<file path="src/rtl/display_pkg.sv">
// Shared types, constants and helpers for the 7-segment display front-end.
package display_pkg;

  typedef enum logic [1:0] {
    IDLE  = 2'd0,
    SHIFT = 2'd1,
    DONE  = 2'd2
  } state_e;

  localparam logic [1:0] SRC_PC    = 2'd0;
  localparam logic [1:0] SRC_ALU   = 2'd1;
  localparam logic [1:0] SRC_WDATA = 2'd2;

  localparam logic [6:0] SEG_DIGIT [0:9] = '{
    7'b1000000, 7'b1111001, 7'b0100100, 7'b0110000, 7'b0011001,
    7'b0010010, 7'b0000010, 7'b1111000, 7'b0000000, 7'b0010000
  };
  localparam logic [6:0] SEG_DASH = 7'b0111111;

  localparam int          BCD_SHIFTS = 14;
  localparam int unsigned MAX_DISP   = 32'd9999;

  // Double-dabble correction: add 3 to every nibble that is 5 or more.
  function automatic logic [15:0] bcd_adjust(input logic [15:0] bcd);
    logic [15:0] res;
    res = bcd;
    for (int i = 0; i < 4; i++) begin
      if (bcd[i*4 +: 4] >= 4'd5) begin
        res[i*4 +: 4] = bcd[i*4 +: 4] + 4'd3;
      end else begin
        res[i*4 +: 4] = bcd[i*4 +: 4];
      end
    end
    return res;
  endfunction

  function automatic logic [6:0] seg_encode(input logic [3:0] d);
    logic [6:0] seg;
    case (d)
      4'd0:    seg = SEG_DIGIT[0];
      4'd1:    seg = SEG_DIGIT[1];
      4'd2:    seg = SEG_DIGIT[2];
      4'd3:    seg = SEG_DIGIT[3];
      4'd4:    seg = SEG_DIGIT[4];
      4'd5:    seg = SEG_DIGIT[5];
      4'd6:    seg = SEG_DIGIT[6];
      4'd7:    seg = SEG_DIGIT[7];
      4'd8:    seg = SEG_DIGIT[8];
      4'd9:    seg = SEG_DIGIT[9];
      default: seg = SEG_DASH;
    endcase
    return seg;
  endfunction

endpackage

</file>
<file path="src/rtl/btn_debounce.sv">
// Push-button synchronizer and level debouncer; emits a one-clock pulse when
// the accepted level rises.
module btn_debounce #(
  parameter int DEB_CYCLES = 500000
) (
  input  logic clk,
  input  logic rst_n,
  input  logic btn_i,
  output logic rise_o
);

  localparam int CNT_W = (DEB_CYCLES > 1) ? $clog2(DEB_CYCLES + 1) : 1;
  localparam logic [CNT_W-1:0] CNT_LAST = CNT_W'(DEB_CYCLES - 1);

  logic             sync1_q, sync2_q;
  logic             level_q, level_d;
  logic [CNT_W-1:0] cnt_q, cnt_d;
  logic             rise_q, rise_d;

  // Synchronizer, debounce state and rise pulse registers.
  always_ff @(posedge clk or negedge rst_n) begin
    if (!rst_n) begin
      sync1_q <= 1'b0;
      sync2_q <= 1'b0;
      level_q <= 1'b0;
      cnt_q   <= '0;
      rise_q  <= 1'b0;
    end else begin
      sync1_q <= btn_i;
      sync2_q <= sync1_q;
      level_q <= level_d;
      cnt_q   <= cnt_d;
      rise_q  <= rise_d;
    end
  end

  // Accept a new level only after it has differed for DEB_CYCLES clocks in a row.
  always_comb begin
    level_d = level_q;
    cnt_d   = '0;
    rise_d  = 1'b0;
    if (sync2_q != level_q) begin
      if (cnt_q == CNT_LAST) begin
        level_d = sync2_q;
        cnt_d   = '0;
        rise_d  = sync2_q;
      end else begin
        cnt_d = cnt_q + CNT_W'(1);
      end
    end else begin
      cnt_d = '0;
    end
  end

  assign rise_o = rise_q;

endmodule

</file>
<file path="src/rtl/display_controller.sv">
// 7-segment display front-end: source select, change detection and a
// sequential binary-to-BCD conversion feeding four active-low digits.
module display_controller
  import display_pkg::*;
#(
  parameter int DEB_CYCLES = 500000,
  parameter int VAL_W      = 32
) (
  input  logic             clk,
  input  logic             rst_n,
  input  logic             btn_next,
  input  logic [VAL_W-1:0] pc_in,
  input  logic [VAL_W-1:0] alu_in,
  input  logic [VAL_W-1:0] wdata_in,
  output logic [6:0]       hex0,
  output logic [6:0]       hex1,
  output logic [6:0]       hex2,
  output logic [6:0]       hex3,
  output logic [2:0]       src_led,
  output logic             busy,
  output logic             ovf
);

  logic                  btn_rise_s;
  logic [VAL_W-1:0]      cur_val_s;
  logic [15:0]           bcd_adj_s;

  state_e                state_q, state_d;
  logic [1:0]            sel_q, sel_d;
  logic [2:0]            src_led_q, src_led_d;
  logic [VAL_W-1:0]      last_val_q, last_val_d;
  logic [1:0]            last_sel_q, last_sel_d;
  logic                  ovf_pending_q, ovf_pending_d;
  logic [BCD_SHIFTS-1:0] bin_q, bin_d;
  logic [15:0]           bcd_q, bcd_d;
  logic [3:0]            cnt_q, cnt_d;
  logic                  busy_q, busy_d;
  logic                  ovf_q, ovf_d;
  logic [6:0]            hex0_q, hex0_d, hex1_q, hex1_d;
  logic [6:0]            hex2_q, hex2_d, hex3_q, hex3_d;

  btn_debounce #(
    .DEB_CYCLES(DEB_CYCLES)
  ) u_btn_debounce (
    .clk   (clk),
    .rst_n (rst_n),
    .btn_i (btn_next),
    .rise_o(btn_rise_s)
  );

  // Source selection stepping and its one-hot indicator.
  always_comb begin
    sel_d = sel_q;
    if (btn_rise_s) begin
      if (sel_q == SRC_WDATA) begin
        sel_d = SRC_PC;
      end else begin
        sel_d = sel_q + 2'd1;
      end
    end else begin
      sel_d = sel_q;
    end
    case (sel_d)
      SRC_PC:    src_led_d = 3'b001;
      SRC_ALU:   src_led_d = 3'b010;
      SRC_WDATA: src_led_d = 3'b100;
      default:   src_led_d = 3'b001;
    endcase
  end

  // Value mux; PC is shown as an instruction index.
  always_comb begin
    case (sel_q)
      SRC_PC:    cur_val_s = pc_in >> 2;
      SRC_ALU:   cur_val_s = alu_in;
      SRC_WDATA: cur_val_s = wdata_in;
      default:   cur_val_s = '0;
    endcase
  end

  assign bcd_adj_s = bcd_adjust(bcd_q);

  // Conversion sequencer next-state and datapath.
  always_comb begin
    state_d       = state_q;
    last_val_d    = last_val_q;
    last_sel_d    = last_sel_q;
    ovf_pending_d = ovf_pending_q;
    bin_d         = bin_q;
    bcd_d         = bcd_q;
    cnt_d         = cnt_q;
    busy_d        = busy_q;
    ovf_d         = ovf_q;
    hex0_d        = hex0_q;
    hex1_d        = hex1_q;
    hex2_d        = hex2_q;
    hex3_d        = hex3_q;
    case (state_q)
      IDLE: begin
        if ((cur_val_s != last_val_q) || (sel_q != last_sel_q)) begin
          last_val_d = cur_val_s;
          last_sel_d = sel_q;
          if (cur_val_s > VAL_W'(MAX_DISP)) begin
            ovf_pending_d = 1'b1;
          end else begin
            ovf_pending_d = 1'b0;
            bin_d         = cur_val_s[BCD_SHIFTS-1:0];
            bcd_d         = 16'd0;
          end
          busy_d  = 1'b1;
          cnt_d   = 4'd0;
          state_d = SHIFT;
        end else begin
          state_d = IDLE;
        end
      end
      SHIFT: begin
        bcd_d = {bcd_adj_s[14:0], bin_q[BCD_SHIFTS-1]};
        bin_d = {bin_q[BCD_SHIFTS-2:0], 1'b0};
        cnt_d = cnt_q + 4'd1;
        if (cnt_q == 4'(BCD_SHIFTS - 1)) begin
          state_d = DONE;
        end else begin
          state_d = SHIFT;
        end
      end
      DONE: begin
        if (ovf_pending_q) begin
          hex0_d = SEG_DASH;
          hex1_d = SEG_DASH;
          hex2_d = SEG_DASH;
          hex3_d = SEG_DASH;
          ovf_d  = 1'b1;
        end else begin
          hex0_d = seg_encode(bcd_q[3:0]);
          hex1_d = seg_encode(bcd_q[7:4]);
          hex2_d = seg_encode(bcd_q[11:8]);
          hex3_d = seg_encode(bcd_q[15:12]);
          ovf_d  = 1'b0;
        end
        busy_d  = 1'b0;
        state_d = IDLE;
      end
      default: begin
        busy_d  = 1'b0;
        state_d = IDLE;
      end
    endcase
  end

  // All state and output registers.
  always_ff @(posedge clk or negedge rst_n) begin
    if (!rst_n) begin
      state_q       <= IDLE;
      sel_q         <= SRC_PC;
      src_led_q     <= 3'b001;
      last_val_q    <= '0;
      last_sel_q    <= SRC_PC;
      ovf_pending_q <= 1'b0;
      bin_q         <= '0;
      bcd_q         <= 16'd0;
      cnt_q         <= 4'd0;
      busy_q        <= 1'b0;
      ovf_q         <= 1'b0;
      hex0_q        <= SEG_DIGIT[0];
      hex1_q        <= SEG_DIGIT[0];
      hex2_q        <= SEG_DIGIT[0];
      hex3_q        <= SEG_DIGIT[0];
    end else begin
      state_q       <= state_d;
      sel_q         <= sel_d;
      src_led_q     <= src_led_d;
      last_val_q    <= last_val_d;
      last_sel_q    <= last_sel_d;
      ovf_pending_q <= ovf_pending_d;
      bin_q         <= bin_d;
      bcd_q         <= bcd_d;
      cnt_q         <= cnt_d;
      busy_q        <= busy_d;
      ovf_q         <= ovf_d;
      hex0_q        <= hex0_d;
      hex1_q        <= hex1_d;
      hex2_q        <= hex2_d;
      hex3_q        <= hex3_d;
    end
  end

  assign hex0    = hex0_q;
  assign hex1    = hex1_q;
  assign hex2    = hex2_q;
  assign hex3    = hex3_q;
  assign src_led = src_led_q;
  assign busy    = busy_q;
  assign ovf     = ovf_q;

endmodule
</file>
<file path="config.mk">
export PLATFORM = sky130hd
export DESIGN_NAME = display_controller
export DESIGN_NICKNAME = d
export VERILOG_FILES = /design/src/rtl/display_pkg.sv /design/src/rtl/btn_debounce.sv /design/src/rtl/display_controller.sv
export SDC_FILE = /design/constraint.sdc
export NUM_CORES = 1
export LEC_CHECK = 0
export ABC_AREA = 1
export CAP_MARGIN = 25
export CORE_MARGIN = 2
export CORE_UTILIZATION = 55
export DETAILED_ROUTE_END_ITERATION = 7
export DONT_BUFFER_PORTS = 1
export HOLD_SLACK_MARGIN = 0.02
export PLACE_DENSITY = 0.7
export SLEW_MARGIN = 40
export SYNTH_ARGS = -nofsm -noshare
export SYNTH_HDL_FRONTEND = slang
export SYNTH_SLANG_ARGS = --single-unit
export TNS_END_PERCENT = 50
</file>
<file path="constraint.sdc">
create_clock -name clk -period 2.9 [get_ports clk]
set_input_delay 0.58 -clock clk [delete_from_list [all_inputs] [get_ports clk]]
set_output_delay 0.58 -clock clk [all_outputs]
set_load 0.03 [all_outputs]
</file>
* Yosys cells after proc, flatten, opt, wreduce, memory -nomap -nowiden
Memory sizes are Yosys's and may differ from the RTL's.
Cells that the tools add are included.
** Word-level totals
- Memory bits (read-only) :: 448
- Register bits :: 129
- Output and inout port bits :: 33
- Memories kept :: 4
** Operators by class
- Order comparisons :: 5
- Muxes and demuxes :: 31
- Eq/ne operators :: 13
- Bitwise operators :: 1
- Add/sub/neg operators :: 7
- Reduce and logical (&&, ||, !) cells :: 9
** Memory list
- (no name shown) :: depth 16, width 7, read ports 1, clocked after Yosys merged registers in 0, write ports 0, RTL line display_pkg.sv:39 : case (d)
- (no name shown) :: depth 16, width 7, read ports 1, clocked after Yosys merged registers in 0, write ports 0, RTL line display_pkg.sv:39
- (no name shown) :: depth 16, width 7, read ports 1, clocked after Yosys merged registers in 0, write ports 0, RTL line display_pkg.sv:39
- (no name shown) :: depth 16, width 7, read ports 1, clocked after Yosys merged registers in 0, write ports 0, RTL line display_pkg.sv:39
** Operators by type and width (number)
- $pmux W32 S3 :: 1
- $mux W19 :: 2
- $gt A32 B14 Y1 const B :: 1
- $mux W16 :: 2
- $ne A32 B32 Y1 :: 1
- $pmux W16 S2 :: 1
- $mux W14 :: 2
- $mux W7 :: 4
- $pmux W14 S2 :: 1
- $add A19 B1 Y19 const B :: 1
- $eq A19 B19 Y1 const B :: 1
- $ge A4 B3 Y1 const B :: 4
- $mux W4 :: 4
- $add A4 B2 Y4 const B :: 3
- $pmux W4 S2 :: 1
- $reduce_and A2 Y1 :: 4
- $eq A2 B1 Y1 const B :: 3
- $eq A2 B2 Y1 const B :: 3
- $mux W1 :: 6
- $mux W2 :: 3
- $pmux W3 S2 :: 1
- $add A4 B1 Y4 const B :: 1
- $eq A4 B4 Y1 const B :: 1
- $logic_not A2 Y1 :: 2
- 12 further kinds :: 13

* Depth between registers and ports, before layout
Gate-level depths: netlist of run 1.
- Word-level depth :: 6
- Mapped depth :: 17

* Cells and area by module
Synthesis of run 1 repeated with hierarchy kept, for this count alone.
** Second synthesis, totals
- Cells, all modules :: 1085
- Area total of the unflattened synthesis :: 7861.3 µm²
** By module, submodules not included
- display_controller :: area each 6637.6 µm², cells an instance 936, times used 1, sequential area each 2658.8 µm²
- btn_debounce :: area each 1223.7 µm², cells an instance 149, times used 1, sequential area each 575.6 µm²

* Least setup slack after synthesis of run 1
OpenSTA, ideal clock, no wires.
- Path kind :: reg2reg
- Start :: register sel_q[0]
- End :: register last_val_q[1]
- Setup time :: 0.117 ns
- Path slack :: 0.855 ns
- Stages on the path, launching flop included :: 18
- Data arrival time :: 1.929 ns
- Data required time :: 2.783 ns
- Cells stage by stage :: dfrtp_1 -> inv_2 -> clkbuf_1 -> nand3_1 -> nand3_1 -> nand2_1 -> nand2_1 -> clkinv_1 -> nand2_1 -> nor2_1 -> nand2_1 -> nor2_1 -> nand2_1 -> nand2_1 -> buf_4 -> buf_4 -> nand2_1 -> nand2_1
** On the way
- Word-level cells in the longest chain between the ends :: 5
** Ends and longest elaborated chain
- start, declared :: RTL line display_controller.sv:29 : logic [1:0] sel_q, sel_d;
- start signal, assigned :: RTL line display_controller.sv:171 : sel_q <= sel_d;
- $eq A2 B2 Y1 (tied with other cells) :: RTL line display_controller.sv:73 : case (sel_q)
- $pmux W32 S3 :: RTL line display_controller.sv:73
- $ne A32 B32 Y1 :: RTL line display_controller.sv:100 : if ((cur_val_s != last_val_q) || (sel_q != last_sel_q)) begin
- $logic_or A1 B1 Y1 :: RTL line display_controller.sv:100
- $reduce_and A2 Y1 (no line)
- end signal, assigned :: RTL line display_controller.sv:173 : last_val_q <= last_val_d;
- end, declared :: RTL line display_controller.sv:31 : logic [VAL_W-1:0] last_val_q, last_val_d;
Several ways; a longest one is shown, not always the timed one.
A chain may end at the register's enable or synchronous reset.

* Final worst setup path of run 1
- Start :: register sel_q[1]
- End :: register bin_q[13]
** On the way
- Word-level cells in the longest chain between the ends :: 6
** Ends and longest elaborated chain
- parallel branches: the longest is 6 deep, another holds $gt A32 B14 Y1
- end signal, assigned :: RTL line display_controller.sv:176 : bin_q <= bin_d;
- end, declared :: RTL line display_controller.sv:34 : logic [BCD_SHIFTS-1:0] bin_q, bin_d;
Several ways; the timed one is not identified. The select of a mux whose other input is x is not followed.

==> qor.yml, run 1 <==
syn-cell-area_sq_mm: 0.00755
placed_area_sq_mm: 0.00778
maxSlewViolCount: 0
whs_ps: -147
reg2reg_from: "sel_q[1]$_DFF_PN0_"
clock.fmax_ghz: 0.386
drc: 0
numClockSinks: 129
met2_usage_pct: 40.6
dr.pass1.iters: 5
min_path_type: "primary input to asynchronous set/reset pin"
n_antenna_cell: 0
grt_antenna_before_repair: 0
yosys-top-cells-area: "dfrtp_1 (41%), nand2_1 (17%), nand3_1 (9.3%), inv_1 (5.5%), nor2_1 (4.7%)"
setup_ws_ps: 310
wire_per_inst_microns: 14.4
mostFrequentLayoutCells: "nand2_1 (343), nand3_1 (141), dfrtp_1 (124)"
initial_utilization_pct: 56.6
slowest_delay_ps: 430
place.gp.congestion: 0.863
finalHoldViolCount: 124
netlist_instances: 1067
clock_path_buffers: 2
use_met1_pct: 34.2
power_per_cell_area_mw_per_mm2: 730
path_clk_slew_ps: 60
ys_seq_area_share_pct: 42.8
core_area_sq_mm: 0.0133
std_cell_rows: 42
finalCritPeriodShare_pct: 89.3
critPathKind: "flop to flop"
reg2reg_depth: 15
place_ws_ps: 252
vias: 6845
ant_nets: 0
cts_tree: "yes"
endpoint_kind: "flop"
violations: "negative hold slack"
synth_seq_cells: 129
mostFrequentLayoutCell: "nand2_1"
cp_slowest_cell: "dfrtp_1"
skew_ps: 5.60
maxCapViolCount: 0
worst_pin_slew_ps: 424
synth_fp_nets: 1191
fp.dieW_microns: 121
r2r_end: "bin_q[13]$_DFFE_PN0P_"
crit_path_start_kind: "flop"
cp.arrival_ps: 2950
dieArea_sq_mm: 0.0147
worstPathMaxFanout: 21
nNetsFinal: 1190
slew_headroom_pct: 71.7
avgSynthCellArea_sq_um: 7.08
worstPathRequired_ps: 3260
critPathBufInv: 2
min_period_ps: 2590
use_met3_pct: 5.40
clockRootBuffer: "clkbuf_16"
via_per_inst: 5.45
post-cts-setup-buffers: 0
clk_latency_ps: 420
io_pins: 132
yosysTopAreaCellShare_pct: 41.1
io_buffers: 0
yosysWarningCount: 0
numCtsBuffers: 17
drt_wl_total_microns: 18000
place_hpwl_microns: 12500
setup_viol: 0
layout-drive-gt1-share_pct: 6.67
cpMostUsedCell: "nand2_1"
stdcell_count: 1255
ff2ff_setup_slack_ps: 310
grt_pass1_vias: 6386
grt-ovfl-total: 0
p_leak_nw: 4.25
cp_cell_sequence: "nor2_2 > buf_12 > nand2_1 > nand3_1 > nand2_1 > nand2_1 > nand2_1 > nor2_1 > nand2_1 > nor2_1 > nand2_1 > nand2_1 > buf_4 > nand3_1 > nand2_1"
synth_top_area_cell: "dfrtp_1"
top_usage_layer: "met2"
grt_max_degree: 130
htreeDepth: 4
fin_area_sq_mm: 0.00836
grt_pass1_wl_microns: 29700
grtUsageTotal_pct: 25.4
cp_top_family: "simple AND/OR/NAND/NOR gates"
dr.first_iter.drc_count: 590
synth.distinct_cells: 35
final_util_pct: 62.6
rsz0062_at_grt: "false"
syn_to_final_growth_pct: 10.7
peakVddDrop_mv: 0.501
die_y_microns: 121
finalSetupTns_ps: 0
status: "finished with violations"
place_inst: 1223
[cell families after synthesis]
logic type                 Yosys count  synth area share, %
adders and majority gates           25                 4.14
and+or+nand+nor                    629                 35.2
xor gates and xnor gates             7                0.812
buffers and inverters              157                 8.22
AOI/OAI and AO/OA                  120                 8.78
DFF                                129                 42.8
[metal layers]
layer / part of all wire, % / routed length, microns / vias to the layer above
met3: 5.4 / 978 / 32
met5: 0 / 0 / -
met4: 1.8 / 333 / 0
met2: 46 / 8260 / 172
li1: - / - / 3450
met1: 47 / 8460 / 3191
[through the flow]
stage	hold WS, ps	total power [mW]
after floorplan	284	3.65
after global placement	287	3.98
after detailed placement	288	4.02
after CTS	-156	6.12
after global routing	-160	6.54
final	-147	6.10
[worst max path at each step]
stage / from / end / slack [ps] / cells past startpoint
detailed placement: sel_q[1]$_DFF_PN0_ / bin_q[3]$_DFFE_PN0P_ / 250 / 15
CTS: sel_q[1]$_DFF_PN0_ / bin_q[13]$_DFFE_PN0P_ / 250 / 15
floorplan: sel_q[0]$_DFF_PN0_ / last_val_q[1]$_DFFE_PN0P_ / 850 / 17
finish: sel_q[1]$_DFF_PN0_ / bin_q[13]$_DFFE_PN0P_ / 310 / 15
global route: sel_q[1]$_DFF_PN0_ / bin_q[9]$_DFFE_PN0P_ / 50 / 16
global placement: sel_q[1]$_DFF_PN0_ / bin_q[13]$_DFFE_PN0P_ / 310 / 16
[flip-flops by register name, summed over array words and instances, names as in the netlist, 2 cells and up]
signal                flops
cnt_q                     4
hex2                      7
u_btn_debounce.cnt_q     19
last_val_q               32
hex1                      7
last_sel_q                2
state_q                   2
src_led                   3
hex3                      7
bcd_q                    16
sel_q                     2
bin_q                    14
hex0                      7
[power breakdown]
| part | switching [mW] | internal (mW) | total [mW] | leakage, nW |
|---|---|---|---|---|
| Sequential | 0.284 | 2.05 | 2.34 | 1.52 |
| Combinational | 1.03 | 0.636 | 1.67 | 2.45 |
| Clock | 0.813 | 1.28 | 2.10 | 0.271 |
| Total | 2.13 | 3.97 | 6.10 | 4.25 |
[cell type report]
cell class / count / area [sq um]
well taps: 176 / 220
flip-flops and latches: 129 / 3230
fillers: 1216 / 4990
multi-input cells: 781 / 3710
clock buffers: 19 / 443
clock inverters: 13 / 139
repair buffers: 21 / 183
inverters: 116 / 435
[Yosys cell counts]
cell type / count
buf_1: 1
nand3b_1: 2
buf_4: 2
clkinv_1: 1
o221ai_1: 2
nor3_1: 4
a31oi_1: 4
o21a_1: 3
inv_1: 110
or2_2: 5
nand3_1: 141
a211oi_1: 2
ha_1: 25
clkbuf_1: 24
dfstp_2: 5
o21ai_0: 44
buf_2: 13
o21ai_1: 1
buf_6: 1
o31ai_1: 2
nand4_1: 29
dfrtp_1: 124
a21o_1: 1
and2_1: 1
nand2_1: 344
nor3b_1: 3
xnor2_1: 1
nor2_2: 2
nor2_1: 95
nor4_1: 3
a22oi_1: 2
xor2_1: 6
o211ai_1: 10
inv_2: 5
a21oi_1: 49
[what timing repair did]
action	4_1_cts	5_1_grt
resized for setup	0	1
hold endpoints to repair	128	124
setup endpoints to repair	0	9
[worst reg2reg max path, stage by stage (launching register included)]
cell	delay, ps
dfrtp_1	430
nor2_2	380
buf_12	210
nand2_1	70
nand3_1	190
nand2_1	80
nand2_1	70
nand2_1	50
nor2_1	100
nand2_1	80
nor2_1	110
nand2_1	130
nand2_1	150
buf_4	280
nand3_1	120
nand2_1	90
Power figures use the tool's default switching activity.
==> run 2, diff against run 1 <==
--- a/config.mk
+++ b/config.mk
@@ -6,12 +6,13 @@
 export NUM_CORES = 1
 export LEC_CHECK = 0
 export ABC_AREA = 1
+export ABC_CLOCK_PERIOD_IN_PS = 2900
 export CAP_MARGIN = 25
 export CORE_MARGIN = 2
 export CORE_UTILIZATION = 55
 export DETAILED_ROUTE_END_ITERATION = 7
 export DONT_BUFFER_PORTS = 1
-export HOLD_SLACK_MARGIN = 0.02
+export HOLD_SLACK_MARGIN = 0.08
 export PLACE_DENSITY = 0.7
 export SLEW_MARGIN = 40
 export SYNTH_ARGS = -nofsm -noshare
==> results of run 2 <==
The final DEF is identical to that of run 1; final timing and power are the same.
